<file path="config.mk">
export PLATFORM = sky130hd
export DESIGN_NAME = fetch_unit
export DESIGN_NICKNAME = d
export VERILOG_FILES = /design/src/rtl/fetch_unit_pkg.sv /design/src/rtl/fetch_unit.sv
export SDC_FILE = /design/constraint.sdc
export NUM_CORES = 1
export LEC_CHECK = 0
export ABC_AREA = 1
export CELL_PAD_IN_SITES_DETAIL_PLACEMENT = 0
export CELL_PAD_IN_SITES_GLOBAL_PLACEMENT = 1
export CORE_MARGIN = 8
export CORE_UTILIZATION = 30
export CTS_BUF_LIST = sky130_fd_sc_hd__clkbuf_16
export DETAILED_ROUTE_END_ITERATION = 10
export PLACE_DENSITY_LB_ADDON = 0.25
export SYNTH_ARGS = -nofsm -noshare
export SYNTH_HDL_FRONTEND = slang
export SYNTH_SLANG_ARGS = --single-unit
</file>
<file path="constraint.sdc">
create_clock -name clk -period 2 [get_ports clk]
set_input_delay 0.4 -clock clk [delete_from_list [all_inputs] [get_ports clk]]
set_output_delay 0.4 -clock clk [all_outputs]
set_load 0.02 [all_outputs]
</file>
<file path="src/rtl/fetch_unit_pkg.sv">
// Shared CPU definitions: opcode constants, instruction field positions and
// the fetch-stage state encoding.
package fetch_unit_pkg;

  localparam logic [3:0] OP_ADD  = 4'h0;
  localparam logic [3:0] OP_SUB  = 4'h1;
  localparam logic [3:0] OP_AND  = 4'h2;
  localparam logic [3:0] OP_OR   = 4'h3;
  localparam logic [3:0] OP_XOR  = 4'h4;
  localparam logic [3:0] OP_ADDI = 4'h5;
  localparam logic [3:0] OP_LD   = 4'h6;
  localparam logic [3:0] OP_ST   = 4'h7;
  localparam logic [3:0] OP_BEQ  = 4'h8;
  localparam logic [3:0] OP_BLT  = 4'h9;
  localparam logic [3:0] OP_HALT = 4'hF;

  localparam int unsigned OPC_MSB = 15;
  localparam int unsigned OPC_LSB = 12;
  localparam int unsigned RS_MSB  = 11;
  localparam int unsigned RS_LSB  = 8;
  localparam int unsigned RT_MSB  = 7;
  localparam int unsigned RT_LSB  = 4;
  localparam int unsigned RD_MSB  = 3;
  localparam int unsigned RD_LSB  = 0;

  typedef enum logic [2:0] {
    S_IDLE,
    S_ISSUE,
    S_FULL,
    S_HALTED,
    S_DRAIN
  } fetch_state_e;

  function automatic logic [3:0] opcode_of(input logic [15:0] instr);
    return instr[OPC_MSB:OPC_LSB];
  endfunction

endpackage

</file>
<file path="src/rtl/fetch_unit.sv">
// Instruction fetch stage: PC, single-outstanding imem request, one-entry
// instruction register toward decode, branch redirect and HALT handling.
module fetch_unit
  import fetch_unit_pkg::*;
#(
  parameter logic [15:0] RESET_PC = 16'h0000,
  parameter logic [3:0]  HALT_OP  = OP_HALT
) (
  input  logic        clk,
  input  logic        rst,
  output logic        imem_req,
  output logic [15:0] imem_addr,
  input  logic        imem_valid,
  input  logic [15:0] imem_rdata,
  output logic        if_valid,
  input  logic        if_ready,
  output logic [15:0] if_instr,
  output logic [15:0] if_pc,
  input  logic        redirect,
  input  logic [15:0] redirect_pc,
  output logic        halted
);

  fetch_state_e state_q, state_d;
  logic [15:0]  pc_q, pc_d;
  logic [15:0]  instr_q, instr_d;
  logic [15:0]  ipc_q, ipc_d;
  logic         halted_q, halted_d;
  logic         fire;

  always_ff @(posedge clk) begin
    if (rst) begin
      state_q  <= S_IDLE;
      pc_q     <= RESET_PC;
      instr_q  <= '0;
      ipc_q    <= '0;
      halted_q <= 1'b0;
    end else begin
      state_q  <= state_d;
      pc_q     <= pc_d;
      instr_q  <= instr_d;
      ipc_q    <= ipc_d;
      halted_q <= halted_d;
    end
  end

  always_comb begin
    state_d  = state_q;
    pc_d     = pc_q;
    instr_d  = instr_q;
    ipc_d    = ipc_q;
    halted_d = halted_q;
    imem_req = 1'b0;
    if_valid = (state_q == S_FULL) || ((state_q == S_HALTED) && !halted_q);
    fire     = if_valid && if_ready;

    unique case (state_q)
      S_IDLE: state_d = S_ISSUE;
      S_ISSUE: begin
        imem_req = 1'b1;
        if (imem_valid) begin
          instr_d = imem_rdata;
          ipc_d   = pc_q;
          pc_d    = pc_q + 16'd1;
          state_d = (opcode_of(imem_rdata) == HALT_OP) ? S_HALTED : S_FULL;
        end
      end
      S_FULL: begin
        // Next request starts in the consuming cycle so a 1-cycle memory
        // sustains one instruction every two cycles.
        if (fire) begin
          imem_req = !redirect;
          state_d  = S_ISSUE;
        end
      end
      S_HALTED: begin
        if (fire) halted_d = 1'b1;
      end
      S_DRAIN: begin
        if (imem_valid) state_d = S_ISSUE;
      end
      default: state_d = S_IDLE;
    endcase

    // Redirect overrides everything; a response still owed by memory must be
    // absorbed in DRAIN before the new address is requested.
    if (redirect) begin
      pc_d     = redirect_pc;
      instr_d  = instr_q;
      ipc_d    = ipc_q;
      halted_d = 1'b0;
      unique case (state_q)
        S_ISSUE, S_DRAIN: state_d = imem_valid ? S_ISSUE : S_DRAIN;
        S_FULL, S_HALTED: state_d = S_ISSUE;
        default:          state_d = S_ISSUE;
      endcase
    end
  end

  assign imem_addr = pc_q;
  assign if_instr  = instr_q;
  assign if_pc     = ipc_q;
  assign halted    = halted_q;

endmodule

</file>
==> results of run 1 <==
power breakdown:
part | switching (mW) | internal [mW]
combinational | 0.254 | 0.234
sequential | 0.0510 | 1.10
clock | 0.350 | 0.443
total | 0.655 | 1.77
through the flow:
stage | hold slack [ns] | setup slack (ns)
after floorplan | 0.472 | 0.173
after global placement | 0.470 | -0.191
after detailed placement | 0.470 | -0.189
after CTS | 0.481 | 0.100
after global routing | 0.517 | 0.0277
final | 0.479 | 0.114
metal layers:
layer  up-vias  track usage (%)
li1       1283                -
met1      1108             17.2
met2        82             20.8
met3         8             6.38
met4         0             3.93
met5         -                0
how the worst max path moves through the flow:
stage                       startpoint        to  depth (start not counted)
4_1_cts                       redirect  imem_req                          5
5_1_grt        state_q[1]$_SDFFE_PP0P_  imem_req                          5
6_report                      redirect  imem_req                          5
3_3_place_gp                  redirect  imem_req                          5
3_5_place_dp                  redirect  imem_req                          5
2_1_floorplan                 redirect  imem_req                          5
layout make-up:
| class | instances | area, um2 |
|---|---|---|
| inverter | 29 | 109 |
| clock buffer | 5 | 125 |
| sequential | 52 | 1040 |
| fill | 797 | 4150 |
| timing repair buffer | 99 | 971 |
| tap | 102 | 128 |
| multi-input combinational | 243 | 1120 |
sequential cells by signal, summed over array words and instances, names as in the netlist:
signal	flops
if_instr	16
if_pc	16
imem_addr	16
state_q	3
halted	1
kinds of logic (layout without fill, tap and decap cells):
group,count (synthesis),count (layout),synth area share [%]
fa+ha+maj,1,1,0.533
flops,52,52,44.4
simple gates,165,165,29.2
xor+xnor,2,2,0.747
buf+inv,44,133,7.73
compound gates,75,75,17.4
worst max-delay path: stages:
cell and delay, ns:
clkdlybuf4s50_1 0.45, inv_1 0.11, nand2_1 0.06, o21ai_0 0.12, dlygate4sd2_1 0.35
synthesized netlist by cell type (all sizes together):
master / count
xor2: 2
o21a: 1
a211oi: 3
a31oi: 4
ha: 1
nand2: 67
buf: 10
a21oi: 22
inv: 29
o21ai: 40
clkbuf: 5
nand3: 18
o211ai: 2
nor2: 70
nor3: 4
o211a: 1
a22oi: 1
o2111a: 1
nand4: 6
dfxtp: 52
placed cells by master, fill, tap and decap left out, drive strengths merged:
cell type	netlist	final
clkdlybuf4s50	0	85
nor2	70	70
nand2	67	67
dfxtp	52	52
o21ai	40	40
inv	29	29
a21oi	22	22
nand3	18	18
buf	10	12
nand4	6	6
clkbuf	5	5
nor3	4	4
a31oi	4	4
a211oi	3	3
xor2	2	2
o211ai	2	2
dlygate4sd2	0	2
o21a	1	1
o211a	1	1
o2111a	1	1
a22oi	1	1
ha	1	1
==> impl_metrics.json, run 1 <==
{
  "cts_resized": 2,
  "wl_met2_um": 3210,
  "drive_gt1_share_pct": 4.67,
  "period_needed_ns": 1.89,
  "place_area_um2": 3370,
  "grt_max_degree": 22,
  "rows": 32,
  "wl_per_cell_um": 14.3,
  "cp.required_ns": 1.60,
  "cts_hold_buf": 0,
  "status": "finished clean",
  "drt_iter0_markers": 96,
  "rr_worst_depth": 7,
  "syn_inst": 339,
  "hold_viol": 0,
  "critPathLaunchType": "input pin",
  "r2r_start": "imem_addr[2]$_SDFFE_PP0P_",
  "yosys_warnings": 0,
  "fin_tns_setup_ns": 0,
  "die_area_um2": 10900,
  "yosysTopAreaCellShare_pct": 44.4,
  "cp_max_fo": 2,
  "antenna_found_initial": 0,
  "num_antenna_cells": 0,
  "ys_types": 26,
  "avgSynthCellArea_um2": 6.92,
  "cts.clk_slew.worst_paths_ns": 0.07,
  "max-vdd-ir-drop_mv": 0.322,
  "finalNonFillerCells": 530,
  "ios": 88,
  "grt_pass1_vias": 2487,
  "dr.pass1.iters": 4,
  "ant_nets": 0,
  "max_slew_margin_pct": 74.2,
  "route.layer.met1.wl_um": 3520,
  "min_period_over_period_pct": 94.3,
  "grt_pass1_wl_um": 12400,
  "top_layer_used": "met4",
  "rsz0062_at_grt": "false",
  "drv_slew": 0,
  "cts_buffers": 5,
  "power_mw": 2.43,
  "met3_wirelength_um": 730,
  "grt_usage_pct": 13.8,
  "totalWireLength_um": 7580,
  "dp_hpwl_um": 5630,
  "yosysTopAreaCell": "dfxtp_1",
  "final_nets": 468,
  "port_buffers": 87,
  "worst_setup_path_end_kind": "primary output",
  "worstMarginPinSlew_ns": 0.385,
  "total_leakage_power_nw": 1.42,
  "overflow": 0,
  "min_path_cells": 2,
  "ys_ff_latch": 52,
  "clock_skew_ns": 0.00558,
  "core_um2": 7650,
  "place_inst": 525,
  "clockBufferDepth": 2,
  "syn_area_um2": 2350,
  "fin_util_pct": 45.7,
  "htree_levels": 2,
  "arrival_ns": 1.49,
  "cts_setup_buffers": 0,
  "hp-start": "halted$_SDFFE_PP0P_",
  "drc": 0,
  "tritoncts": "built",
  "stdcell_area_um2": 3500,
  "whs_endpoint": "halted$_SDFFE_PP0P_",
  "clock-root-buffer": "clkbuf_16",
  "die_h_um": 104,
  "rrSetupSlack_ns": 0.39,
  "maxCapViolCount": 0,
  "syn_nets": 377,
  "area_growth_pct": 49.1,
  "gp_congestion": 0.800,
  "final-setup-viol-count": 0,
  "clock_sinks": 52,
  "insertion_delay_ns": 0.29,
  "synthTopCellsByArea": "dfxtp_1, nor2_1, nand2_1, o21ai_0, a21oi_1",
  "die_x_um": 104,
  "start_util_pct": 30.7,
  "viasPerCell": 4.68,
  "vias": 2481,
  "yosysSeqAreaShare_pct": 44.4,
  "hold_path_class": "register to register",
  "reg2reg_to": "imem_addr[9]$_SDFFE_PP0P_",
  "setup.worst_path.class": "input pin to primary output",
  "cellPowerDensity_nw_per_um2": 694,
  "max_freq_ghz": 0.530
}
Power figures use the tool's default switching activity.
==> run 2, diff against run 1 <==
Settings changed: CORE_ASPECT_RATIO from default to 1.1, CORE_MARGIN 8 to default.
==> run 2 against run 1 <==
Clock-buffer cell count did not move; largest cell class unchanged; sequential share of layout area fell by 0.34 points; clock skew fell by 0.0023 ns; final cell count rose by 1.1%; first-iteration DRC count rose by 10%; utilization rose by 1.3 points; sequential power barely moved; clock power rose by 2.9%; total power rose by 0.97%; register-to-register slack got worse by 0.03 ns; cell area rose by 1.1%.
==> impl_metrics.json, run 2 (synthesis results as in run 1) <==
{
  "clock_sinks": 52,
  "pwr-share-clk_pct": 33.3,
  "clock_skew_ns": 0.00328,
  "path_cells": "clkdlybuf4s50_1, inv_1, nand2_1, o21ai_0, dlygate4sd2_1",
  "cts.clk_slew.worst_paths_ns": 0.06,
  "cp.required_ns": 1.60,
  "period_needed_ns": 1.87,
  "viasPerCell": 4.60,
  "tritoncts": "built",
  "core_um2": 7510,
  "die_h_um": 94.7,
  "dp_worst_setup_slack_ns": -0.160,
  "clockBufferDepth": 2,
  "grt_max_degree": 36,
  "grt_pass1_vias": 2315,
  "status": "finished clean",
  "hold_viol": 0,
  "min_period_over_period_pct": 93.3,
  "num_antenna_cells": 0,
  "final_common_cell": "clkdlybuf4s50_1",
  "reg2reg_to": "imem_addr[12]$_SDFFE_PP0P_",
  "die_x_um": 86.3,
  "whs_endpoint": "halted$_SDFFE_PP0P_",
  "drv_slew": 0,
  "drt_iter0_markers": 106,
  "power_mw": 2.45,
  "total_leakage_power_nw": 1.43,
  "antenna_found_initial": 0,
  "port_buffers": 87,
  "comb_power_share_pct": 19.8,
  "gp_congestion": 0.824,
  "critPathLaunchType": "input pin",
  "finalNonFillerCells": 536,
  "min_path_cells": 2,
  "cpPeakStageDelay_ns": 0.42,
  "clock-root-buffer": "clkbuf_16",
  "maxCapViolCount": 0,
  "overflow": 0,
  "place_inst": 528,
  "r2r_start": "imem_addr[1]$_SDFFE_PP0P_",
  "switching_share_pct": 27.2,
  "worst_setup_path_end_kind": "primary output",
  "drive_gt1_share_pct": 4.64,
  "stdcell_area_um2": 3540,
  "dr.pass1.iters": 4,
  "rows": 33,
  "cp_max_fo": 2,
  "wl_per_cell_um": 13.0,
  "ios": 88,
  "power.internal_mw": 1.78,
  "max_slew_margin_pct": 75.7,
  "max-vdd-ir-drop_mv": 0.437,
  "cellPowerDensity_nw_per_um2": 693,
  "rr_worst_depth": 8,
  "drc": 0,
  "place_area_um2": 3400,
  "final_nets": 468,
  "grt_usage_pct": 17.5,
  "max_freq_ghz": 0.536,
  "rrSetupSlack_ns": 0.36,
  "htree_levels": 2,
  "area_growth_pct": 50.8,
  "arrival_ns": 1.47,
  "cp_slowest_cell": "clkdlybuf4s50_1",
  "vias": 2468,
  "cp_num_buf_inv": 3,
  "setup.worst_path.class": "input pin to primary output",
  "setup_ws_ns": 0.133,
  "hp-start": "halted$_SDFFE_PP0P_",
  "grt_pass1_wl_um": 11200,
  "insertion_delay_ns": 0.29,
  "totalWireLength_um": 6960,
  "worstMarginPinSlew_ns": 0.364,
  "final-setup-viol-count": 0,
  "dp_hpwl_um": 4990,
  "rsz0062_at_grt": "false",
  "start_util_pct": 31.2,
  "die_area_um2": 8180,
  "final_cell_mix": "clkdlybuf4s50_1, nor2_1, nand2_1",
  "switchingPower_uw": 667,
  "cts_buffers": 5,
  "seq_power_share_pct": 47.0,
  "path_delay_family": "buffers and inverters",
  "hold_path_class": "register to register",
  "ant_nets": 0
}
[run 2: changes by cell type in the layout (fill, tap and decap cells not counted)]
cell	change
buf_4	-2
clkinv_1	+1
inv_1	+2
buf_12	+2
[run 2: per-layer routing]
layer,track usage [%],wire length (um),up-vias
met5,0,0,-
met4,3.75,62,0
met3,6.91,565,5
met2,28.9,3120,62
met1,21.6,3210,1108
li1,-,-,1293
[run 2: tightest hold or removal path, stage by stage (launching register included)]
cell and delay [ns]:
dfxtp_1 0.31, inv_1 0.07, a21oi_1 0.06
[run 2: layout make-up]
type                       count  area (um2)
inverter                      29         109
multi-input combinational    243        1120
fill                         784        3980
tap                          105         131
clock inverter                 3        11.3
sequential                    52        1040
clock buffer                   5         125
timing repair buffer          99         996
[run 2: what timing repair did]
| action | in CTS | in global routing |
|---|---|---|
| setup buffers | 0 | 0 |
| hold buffers | 0 | 0 |
| endpoints found under the setup margin | 2 | 0 |
| hold endpoints to repair | 0 | 0 |
| resized for setup | 2 | 0 |
[run 2: power by group through the flow]
| stage | clock network, mW | registers, mW | logic [mW] |
|---|---|---|---|
| 6_report | 0.816 | 1.15 | 0.484 |
| 2_1_floorplan | 0 | 1.23 | 0.167 |
| 4_1_cts | 0.843 | 1.15 | 0.488 |
| 3_5_place_dp | 0 | 1.17 | 0.489 |
| 3_3_place_gp | 0 | 1.17 | 0.486 |
| 5_1_grt | 0.879 | 1.16 | 0.530 |
[run 2: worst max-delay path by stage]
stage,startpoint,slack [ns],to,depth (start not counted)
CTS,redirect,0.13,imem_req,5
detailed placement,redirect,-0.16,imem_req,5
global placement,redirect,-0.15,imem_req,5
global route,state_q[1]$_SDFFE_PP0P_,0.03,imem_req,5
finish,redirect,0.13,imem_req,5
floorplan,redirect,0.17,imem_req,5
[run 2: through the flow]
stage,TNS (ns),util (%),hold slack (ns)
finish,0,47.1,0.483
global route,0,47.1,0.501
CTS,0,47.1,0.486
detailed placement,-0.160,45.3,0.476
global placement,-0.152,45.3,0.473
floorplan,0,-,0.472
